**src/rtl/aurora_rx_gearbox_sync.sv**
```systemverilog
// Aurora 64b/66b receive gearbox: 20-bit words in, 66-bit blocks out.
// Hunts for sync-header alignment by bitslip; optional AURORA_RX_DESCRAMBLER_EN.
module aurora_rx_gearbox_sync #(
  parameter int LOCK_COUNT = 64,
  parameter int WINDOW     = 64,
  parameter int BAD_LIMIT  = 16
) (
  input  logic        Clk,
  input  logic        Rst_b,
  input  logic [19:0] Data20,
  input  logic        Data20Valid,
  output logic [65:0] Data66,
  output logic        Data66Valid,
  output logic        Locked,
  output logic        HeaderErr,
  output logic [7:0]  SlipCount
);

  typedef enum logic [1:0] {
    HUNT,
    SLIP_WAIT,
    LOCKED
  } state_t;

  state_t      state_q, state_d;
  logic [85:0] bits_q, bits_d;
  logic [6:0]  fill_q, fill_d;
  logic        pend_q, pend_d;
  logic [15:0] good_q, good_d;
  logic [15:0] win_q, win_d;
  logic [15:0] bad_q, bad_d;
  logic [7:0]  slip_q, slip_d;

  logic [85:0] ins;
  logic [85:0] comb_bits;
  logic [85:0] rem;
  logic [6:0]  tot;
  logic [6:0]  remfill;
  logic        emit;
  logic        hdr_ok;
  logic        slip;
  logic [65:0] blk;
  logic [63:0] pay;
  logic [15:0] win_n;
  logic [15:0] bad_n;

  // Append the new word behind the buffered bits; oldest bit sits at [85].
  // A pending slip drops the earliest bit of this word instead.
  always_comb begin
    ins       = pend_q ? {Data20[18:0], 67'b0} : {Data20, 66'b0};
    tot       = fill_q + (pend_q ? 7'd19 : 7'd20);
    comb_bits = bits_q | (ins >> fill_q);
    emit      = Data20Valid && (tot >= 7'd66);
    blk       = comb_bits[85:20];
    hdr_ok    = blk[65] ^ blk[64];
  end

  // Alignment FSM: counts headers per block and decides when to slip.
  always_comb begin
    state_d = state_q;
    good_d  = good_q;
    win_d   = win_q;
    bad_d   = bad_q;
    slip_d  = slip_q;
    slip    = 1'b0;
    win_n   = win_q + 16'd1;
    bad_n   = bad_q + {15'd0, ~hdr_ok};
    if (emit) begin
      unique case (state_q)
        HUNT: begin
          if (hdr_ok) begin
            if (good_q + 16'd1 == 16'(LOCK_COUNT)) begin
              state_d = LOCKED;
              good_d  = '0;
              win_d   = '0;
              bad_d   = '0;
            end else begin
              good_d = good_q + 16'd1;
            end
          end else begin
            slip    = 1'b1;
            good_d  = '0;
            state_d = SLIP_WAIT;
            if (slip_q != 8'hFF) slip_d = slip_q + 8'd1;
          end
        end
        SLIP_WAIT: begin
          state_d = HUNT;
        end
        LOCKED: begin
          if (bad_n == 16'(BAD_LIMIT)) begin
            state_d = HUNT;
            good_d  = '0;
            win_d   = '0;
            bad_d   = '0;
          end else if (win_n == 16'(WINDOW)) begin
            win_d = '0;
            bad_d = '0;
          end else begin
            win_d = win_n;
            bad_d = bad_n;
          end
        end
        default: begin
          state_d = HUNT;
        end
      endcase
    end
  end

  // Remove the emitted block, then apply any slip to what is left.
  // With nothing left, the slip is deferred to the next accepted bit.
  always_comb begin
    bits_d  = bits_q;
    fill_d  = fill_q;
    pend_d  = pend_q;
    rem     = emit ? (comb_bits << 66) : comb_bits;
    remfill = emit ? (tot - 7'd66) : tot;
    if (Data20Valid) begin
      pend_d = 1'b0;
      if (slip) begin
        if (remfill != 7'd0) begin
          rem     = rem << 1;
          remfill = remfill - 7'd1;
        end else begin
          pend_d = 1'b1;
        end
      end
      bits_d = rem;
      fill_d = remfill;
    end
  end

`ifdef AURORA_RX_DESCRAMBLER_EN
  logic [57:0] hist_q, hist_d;
  logic [57:0] h;

  // Self-synchronizing x^58+x^39+1 descrambler, bit 0 first.
  always_comb begin
    h   = hist_q;
    pay = '0;
    for (int i = 0; i < 64; i++) begin
      pay[i] = blk[i] ^ h[38] ^ h[57];
      h      = {h[56:0], blk[i]};
    end
    hist_d = emit ? h : hist_q;
  end

  // History advances only on emitted blocks.
  always_ff @(posedge Clk or negedge Rst_b) begin
    if (!Rst_b) hist_q <= '0;
    else        hist_q <= hist_d;
  end
`else
  // Raw payload straight through.
  always_comb begin
    pay = blk[63:0];
  end
`endif

  // State, buffer and counter registers.
  always_ff @(posedge Clk or negedge Rst_b) begin
    if (!Rst_b) begin
      state_q <= HUNT;
      bits_q  <= '0;
      fill_q  <= '0;
      pend_q  <= 1'b0;
      good_q  <= '0;
      win_q   <= '0;
      bad_q   <= '0;
      slip_q  <= '0;
    end else begin
      state_q <= state_d;
      bits_q  <= bits_d;
      fill_q  <= fill_d;
      pend_q  <= pend_d;
      good_q  <= good_d;
      win_q   <= win_d;
      bad_q   <= bad_d;
      slip_q  <= slip_d;
    end
  end

  // Registered block output with its strobe and header-error pulse.
  always_ff @(posedge Clk or negedge Rst_b) begin
    if (!Rst_b) begin
      Data66      <= '0;
      Data66Valid <= 1'b0;
      HeaderErr   <= 1'b0;
    end else begin
      Data66Valid <= emit;
      HeaderErr   <= emit & ~hdr_ok;
      if (emit) Data66 <= {blk[65:64], pay};
    end
  end

  assign Locked    = (state_q == LOCKED);
  assign SlipCount = slip_q;

endmodule
```
**config.mk**
```make
export PLATFORM = sky130hd
export DESIGN_NAME = aurora_rx_gearbox_sync
export DESIGN_NICKNAME = d
export VERILOG_FILES = /design/src/rtl/aurora_rx_gearbox_sync.sv
export SDC_FILE = /design/constraint.sdc
export NUM_CORES = 1
export LEC_CHECK = 0
export ABC_CLOCK_PERIOD_IN_PS = 8550
export CORE_AREA = 5 5 220 222
export DETAILED_ROUTE_END_ITERATION = 10
export DIE_AREA = 0 0 225 227
export PLACE_DENSITY = 0.53
export RECOVER_POWER = 50
export SYNTH_ARGS = -nofsm -noshare
export SYNTH_HDL_FRONTEND = slang
export SYNTH_SLANG_ARGS = --single-unit
export TNS_END_PERCENT = 30
```
**constraint.sdc**
```tcl
create_clock -name Clk -period 8.55 [get_ports Clk]
set_input_delay 1.71 -clock Clk [delete_from_list [all_inputs] [get_ports Clk]]
set_output_delay 1.71 -clock Clk [all_outputs]
set_load 0.02 [all_outputs]
```
==> results of run 1 <==
stage by stage:
step           cells  total power [mW]  utilization (%)  hold slack (ns)  cell area [um^2]
2_1_floorplan   1520              3.68                -            0.451             13600
4_1_cts         2185              6.07             34.6            0.481             16000
3_3_place_gp    2137              4.82             32.6            0.466             15100
3_5_place_dp    2137              4.85             32.6            0.465             15100
6_report        2185              6.02             34.6            0.466             16000
5_1_grt         2185              6.42             34.6            0.502             16000
power groups by stage:
stage                     Sequential [mW]  Clock (mW)  Combinational (mW)
after detailed placement             1.69           0                3.16
final                                1.67        1.20                3.15
after floorplan                      1.74           0                1.94
after global placement               1.68           0                3.14
after global routing                 1.72        1.26                3.43
after CTS                            1.68        1.22                3.17
synthesized netlist by cell type (all sizes together), types with 10 or more instances:
library cell	instances	area [um^2]
dfrtp	220	5510
nor2	162	608
nand2	156	588
o21ai	145	726
a21oi	108	541
clkbuf	65	245
buf	49	256
nor3	43	236
mux2i	40	438
nand3	35	180
inv	30	113
mux2	29	327
a22o	28	245
o2bb2ai	24	210
mux4	22	495
a221oi	18	158
nand2b	18	113
nand4	18	113
o221ai	17	149
xnor2	17	149
a211oi	16	133
nor2b	16	100
or3	16	100
and3	15	93.8
o31ai	14	105
a221o	12	120
a31oi	12	75.1
and2	12	76.3
a211o	10	87.6
xor2	10	87.6
sequential cells by signal (all words and copies together), names as in the netlist:
register     flops
Data66          66
Data66Valid      1
HeaderErr        1
SlipCount        8
bad_q           16
bits_q          86
fill_q           7
good_q          16
pend_q           1
state_q          2
win_q           16
per-layer routing:
metal  wire length (um)  GRT usage, %
met1              20200          24.5
met2              20800          27.3
met3               2620          2.40
met4               1210          4.62
met5                  0             0
worst max path at each step:
stage                                   to  slack (ns)  depth (start not counted)
floorplan            bad_q[14]$_DFFE_PN0P_        3.39                         16
global placement     bad_q[14]$_DFFE_PN0P_        1.90                         16
detailed placement    bad_q[4]$_DFFE_PN0P_        1.81                         16
CTS                  bad_q[14]$_DFFE_PN0P_        2.36                         16
global route         Data66[3]$_DFFE_PN0P_        1.23                          2
finish              good_q[10]$_DFFE_PN0P_        2.34                         16
cells by family after synthesis:
group | after synthesis
compound gates | 501
xor+xnor | 27
fa+ha+maj | 10
buf+inv | 146
flops | 220
mux | 91
simple gates | 525
cell type report:
type                    count  share of cell area, %
clock buffers              33                   4.56
clock inverters            15                   1.20
inverters                  32                  0.752
multi-input cells        1154                   47.0
flip-flops and latches    220                   34.5
well taps                 607                   4.75
repair buffers            124                   7.28
worst min-delay path, stage by stage (launching register included):
cell     delay, ns
dfrtp_1       0.33
nand2_1       0.04
o21ai_0       0.05
==> qor.txt, run 1 <==
Pin count of the biggest net entering global routing -> 88
I/O pin cnt -> 100
Hold path cells -> 2
Outcome -> finished, violations left
Worst reg2reg endpoint -> bad_q[14]$_DFFE_PN0P_
Final hold viol count -> 0
Crit path DAT -> 6.64 ns
Total GRT Usage -> 17.1%
Final min period -> 6.21 ns
First-pass DRT Iterations -> 5
H-tree depth -> 1
#FFs+latches synth -> 220
RR Startpoint -> pend_q$_DFFE_PN0P_
Flop-to-flop setup slack -> 2.93 ns
Clk_skew -> 0.0122 ns
Clock Tree Buf Depth -> 3
Sw frac -> 46.0%
HP Start -> Data66[23]$_DFFE_PN0P_
Syn_nets -> 1,553
F_max -> 161 MHz
Fin nets -> 1,592
Effective utilization at floorplan -> 29.5%
Maximum vdd drop -> 144 uV
Cell count after synthesis -> 1,520
Post-CTS Setup Inserts -> 0
Initial antenna violation count -> 0
Final weighted congestion in routability-driven placement -> 0.903
CTS buffer count -> 27
Antenna viol nets, final -> 0
Crit-path cells -> clkdlybuf4s50_1, mux2i_4, or4_1, o21ai_1, a211oi_4, inv_2, ha_1, ha_1, nand4_1, or4_1, mux2i_1, o2111ai_1, o21ai_1, nand2_1, or2_1, o41ai_1
Worst Tran Pin Value -> 4.15 ns
Avg Inst Size Synth -> 8.96 um^2
Die Y -> 227 um
Post-synth EDFFs -> 0
Period Utilization, post-route -> 72.6%
Critical path's slowest cell -> clkdlybuf4s50_1
Netlist Area Pre-Place -> 13,600 um^2
Commonest non-fill, non-tap cell in the layout -> dfrtp_1
Register Area -> 5510 um^2
Detail Placement HPWL -> 31,300 um
Remaining Overflow, GRT -> 0
Setup TNS -> 0 ns
Most frequent cells in the layout -> dfrtp_1, nor2_1, nand2_1
Critical path launch point -> Data20[18]
Synth-to-Final Area Change -> 17.3%
Int Pwr -> 3.25 mW
Worst setup margin -> 2.34 ns
Pre-CTS setup slack -> 1.81 ns
Multi-input combinational cell area -> 7500 um^2
CP Capture Type -> register
WP buf/inv -> 2
Post-synthesis mux area share -> 9.25%
CTS Sinks -> 220
Register-to-Register Path Depth -> 15
Flop pwr share -> 27.8%
Complex-gate fraction of the synthesized area -> 24.9%
Distinct cells, synth -> 88
Slowest stage delay, CP -> 0.61 ns
Final setup violation count -> 0
Clk Latency, worst-skew pair -> 0.54 ns
Pleak -> 6.53 nW
# port buffers -> 99
Worst EP required -> 8.98 ns
Total core area -> 46,200 um^2
First-pass GRT wire length -> 70,300 um
CTS Root Cell -> clkbuf_16
Initial DRC Count -> 1,005
Fillers -> 4,736
WHS Endpoint -> Data66[23]$_DFFE_PN0P_
CP Max Fanout -> 18
Drt drc -> 0
Worst setup SP type -> primary input
Final WL -> 44,800 um
CP top delay family -> simple AND/OR/NAND/NOR gates
Post-synth ARST share -> 100%
Hold buffer count at CTS -> 0
Clock Power Share -> 19.9%
PwrDens -> 377 nW/um^2
Area share of fa/ha/maj cells after synthesis -> 0.974%
Fraction of layout cells with a size suffix above 1 -> 9.95%
Post-CTS sizing -> 0
Clock-pin transition on the worst setup and hold timing paths -> 0.06 ns
Largest family of logic cells by synthesized area -> compound AO/OA/AOI/OAI gates
Ant. Diodes -> 0
Failing checks -> capacitance limit, slew limit
Die width -> 225 um
Total die area -> 51,100 um^2
Routed vias/inst -> 5.61
Most used DFF post-synth -> dfrtp_1
Combinational share of power -> 52.3%
NetSw -> 2.77 mW
Fin. max-slew vios -> 225
Max_slew headroom -> -177%
XOR/XNOR Fraction of Synth Area -> 1.74%
WS Path Type -> primary input to register
HP Class -> register to register
DR WL/cell -> 20.5 um
Vias in the first global route -> 11,620
CTS tree -> done
Vias -> 12,254
YS warnings -> 0
Synth Area in Simple Gates -> 18.1%
RSZ-0062 raised after global routing -> no
Rows -> 79
Max Cap Viol -> 3
Sequential element share of the synthesized area -> 40.4%
No activity file was read; power rests on OpenSTA's default activity.
==> run 2, diff against run 1 <==
ABC_CLOCK_PERIOD_IN_PS = 6000   (was 8550)
clock period = 6 ns   (was 8.55 ns; I/O delays follow)
==> run 2 against run 1 <==
Net effect: via count is 0.22% lower; count of clock-buffer cells in the layout down 1; cell area grew 0.81%; non-clock buffer count increased by 7; hold slack improved by 0.0040 ns; the flow still finishes with violations (capacitance limit, slew limit); total power up 44%; first-iteration DRC count is 11% lower; sequential power is 38% higher.
==> qor.txt, run 2 (synthesis results as in run 1) <==
Max Cap Viol -> 1 (-2)
Final hold viol count -> 0 (unchanged)
CP Max Fanout -> 12 (-6)
Failing checks -> capacitance limit, slew limit
Register Area -> 5510 um^2 (unchanged)
Maximum vdd drop -> 283 uV (+97%)
F_max -> 185 MHz
Worst EP required -> 6.45 ns (-2.53 ns)
Setup crit end -> bad_q[15]$_DFFE_PN0P_
Flop pwr share -> 26.5% (-1.3 points)
Vias in the first global route -> 11,776 (+1.3%)
Fin. max-slew vios -> 125 (-44%)
Inst Count DP -> 2,144 (+0.33%)
First-pass DRT Iterations -> 7 (+2)
Antenna viol nets, final -> 0 (unchanged)
Period Utilization, post-route -> 90.2%
Detail Placement HPWL -> 31,500 um (+0.49%)
Combinational share of power -> 52.9% (+0.6 points)
Total GRT Usage -> 17.1% (+0.039 points)
CP Capture Type -> register
Die width -> 225 um (unchanged)
Worst setup SP type -> primary input
PwrDens -> 539 nW/um^2 (+43%)
PnR Total Power -> 8.69 mW (+44%)
Pre-CTS setup slack -> 0.0653 ns (-1.74 ns)
Sw frac -> 45.6% (-0.39 points)
Worst Tran Pin Value -> 3.28 ns (-0.867 ns)
Setup TNS -> 0 ns (unchanged)
Pin count of the biggest net entering global routing -> 171 (+94%)
CTS buffer count -> 27 (unchanged)
Vias -> 12,227 (-0.22%)
I/O pin cnt -> 100 (unchanged)
Final WL -> 44,700 um (-0.25%)
WS Path Type -> primary input to register
Routed vias/inst -> 5.57 (-0.63%)
Pleak -> 6.60 nW (+1.1%)
Non-Filler Instances -> 2,194 (+0.41%)
Rows -> 79 (unchanged)
Final setup violation count -> 0 (unchanged)
Max_slew headroom -> -119% (+58 points)
Fin util -> 34.9% (+0.28 points)
HP Class -> register to register
Initial antenna violation count -> 0 (unchanged)
Multi-input combinational cell area -> 7500 um^2 (unchanged)
Largest regs -> bits_q: 86 flops, Data66: 66 flops
Fin nets -> 1,599 (+0.44%)
Clock-pin transition on the worst setup and hold timing paths -> 0.06 ns (about the same)
Int Pwr -> 4.73 mW (+45%)
Fillers -> 4,689 (-0.99%)
Fraction of layout cells with a size suffix above 1 -> 10.6% (+0.70 points)
Final instance area -> 16,100 um^2 (+0.81%)
Worst reg2reg endpoint -> bad_q[15]$_DFFE_PN0P_
Max FFs per register -> 86 (unchanged)
Clk Latency, worst-skew pair -> 0.57 ns (+0.03 ns)
Hold slack final -> 0.470 ns (+0.00405 ns)
CTS tree -> done
Final weighted congestion in routability-driven placement -> 0.889 (-1.5%)
Register-to-Register Path Depth -> 15 (unchanged)
Clock Power Share -> 20.7% (+0.8 points)
Critical path launch point -> Data20[18]
Clock Tree Buf Depth -> 3 (unchanged)
Total die area -> 51,100 um^2 (unchanged)
Placed cell area -> 15,100 um^2 (+0.40%)
RSZ-0062 raised after global routing -> no
Flop-to-flop setup slack -> 0.72 ns (-2.21 ns)
Crit path DAT -> 5.86 ns (-0.78 ns)
Reg with most FFs -> bits_q
Total core area -> 46,200 um^2 (unchanged)
Hold buffer count at CTS -> 0 (unchanged)
DR WL/cell -> 20.4 um (-0.66%)
Outcome -> finished, violations left
Ant. Diodes -> 0 (unchanged)
Commonest non-fill, non-tap cell in the layout -> dfrtp_1
CTS Sinks -> 220 (unchanged)
Post-CTS Setup Inserts -> 0 (unchanged)
First-pass GRT wire length -> 70,500 um (+0.28%)
Post-CTS sizing -> 0 (unchanged)
Most frequent cells in the layout -> dfrtp_1, nor2_1, nand2_1
Initial DRC Count -> 891 (-11%)
Effective utilization at floorplan -> 29.5% (unchanged)
Final min period -> 5.41 ns
NetSw -> 3.96 mW (+43%)
# port buffers -> 99 (unchanged)
Drt drc -> 0 (unchanged)
Remaining Overflow, GRT -> 0 (unchanged)
Synth-to-Final Area Change -> 18.3%
CTS Root Cell -> clkbuf_16
Worst setup margin -> 0.587 ns (-1.75 ns)
Clk_skew -> 0.0237 ns (+0.0115 ns)
RR Startpoint -> pend_q$_DFFE_PN0P_
H-tree depth -> 1 (unchanged)
Die Y -> 227 um (unchanged)
==> run 2: how the worst min path moves through the flow <==
stage	slack, ns	depth (start not counted)	endpoint	from
after CTS	0.48	2	Data66[31]$_DFFE_PN0P_	Data66[31]$_DFFE_PN0P_
after global placement	0.46	2	Data66[15]$_DFFE_PN0P_	Data66[15]$_DFFE_PN0P_
after global routing	0.50	1	bits_q[45]$_DFFE_PN0P_	bits_q[45]$_DFFE_PN0P_
after detailed placement	0.47	2	Data66[31]$_DFFE_PN0P_	Data66[31]$_DFFE_PN0P_
after floorplan	0.45	2	bits_q[28]$_DFFE_PN0P_	bits_q[28]$_DFFE_PN0P_
final	0.47	2	Data66[15]$_DFFE_PN0P_	Data66[15]$_DFFE_PN0P_
==> run 2: area by class of cell <==
cell class              instances  share of cell area (%)
multi-input cells            1154                    46.6
flip-flops and latches        220                    34.2
repair buffers                131                    7.63
well taps                     607                    4.72
clock buffers                  32                    4.56
clock inverters                18                    1.55
inverters                      32                   0.746
==> run 2: per-layer routing <==
metal | part of all wire [%] | vias to the layer above | track usage, %
met5 | 0 | - | 0
met1 | 45 | 5958 | 24.3
met2 | 45 | 421 | 26.8
met4 | 3.4 | 0 | 5.58
met3 | 6.1 | 95 | 2.95
li1 | - | 5753 | -
==> run 2: power groups by stage <==
stage | logic [mW] | clock network [mW] | registers [mW]
2_1_floorplan | 2.76 | 0 | 2.48
3_3_place_gp | 4.57 | 0 | 2.32
3_5_place_dp | 4.60 | 0 | 2.33
4_1_cts | 4.62 | 1.84 | 2.31
5_1_grt | 5.01 | 1.89 | 2.37
6_report | 4.59 | 1.80 | 2.30
==> run 2: critical path, cell delays in order <==
cell,delay (ns)
clkdlybuf4s50_1,0.60
mux2i_4,0.16
or4_1,0.55
o21ai_1,0.19
a211oi_4,0.09
inv_2,0.11
ha_1,0.22
ha_1,0.30
nand4_1,0.15
or4_1,0.56
mux2i_1,0.15
o2111ai_1,0.21
o21a_1,0.30
o31a_1,0.53
nand2_2,0.23
o311ai_1,0.31
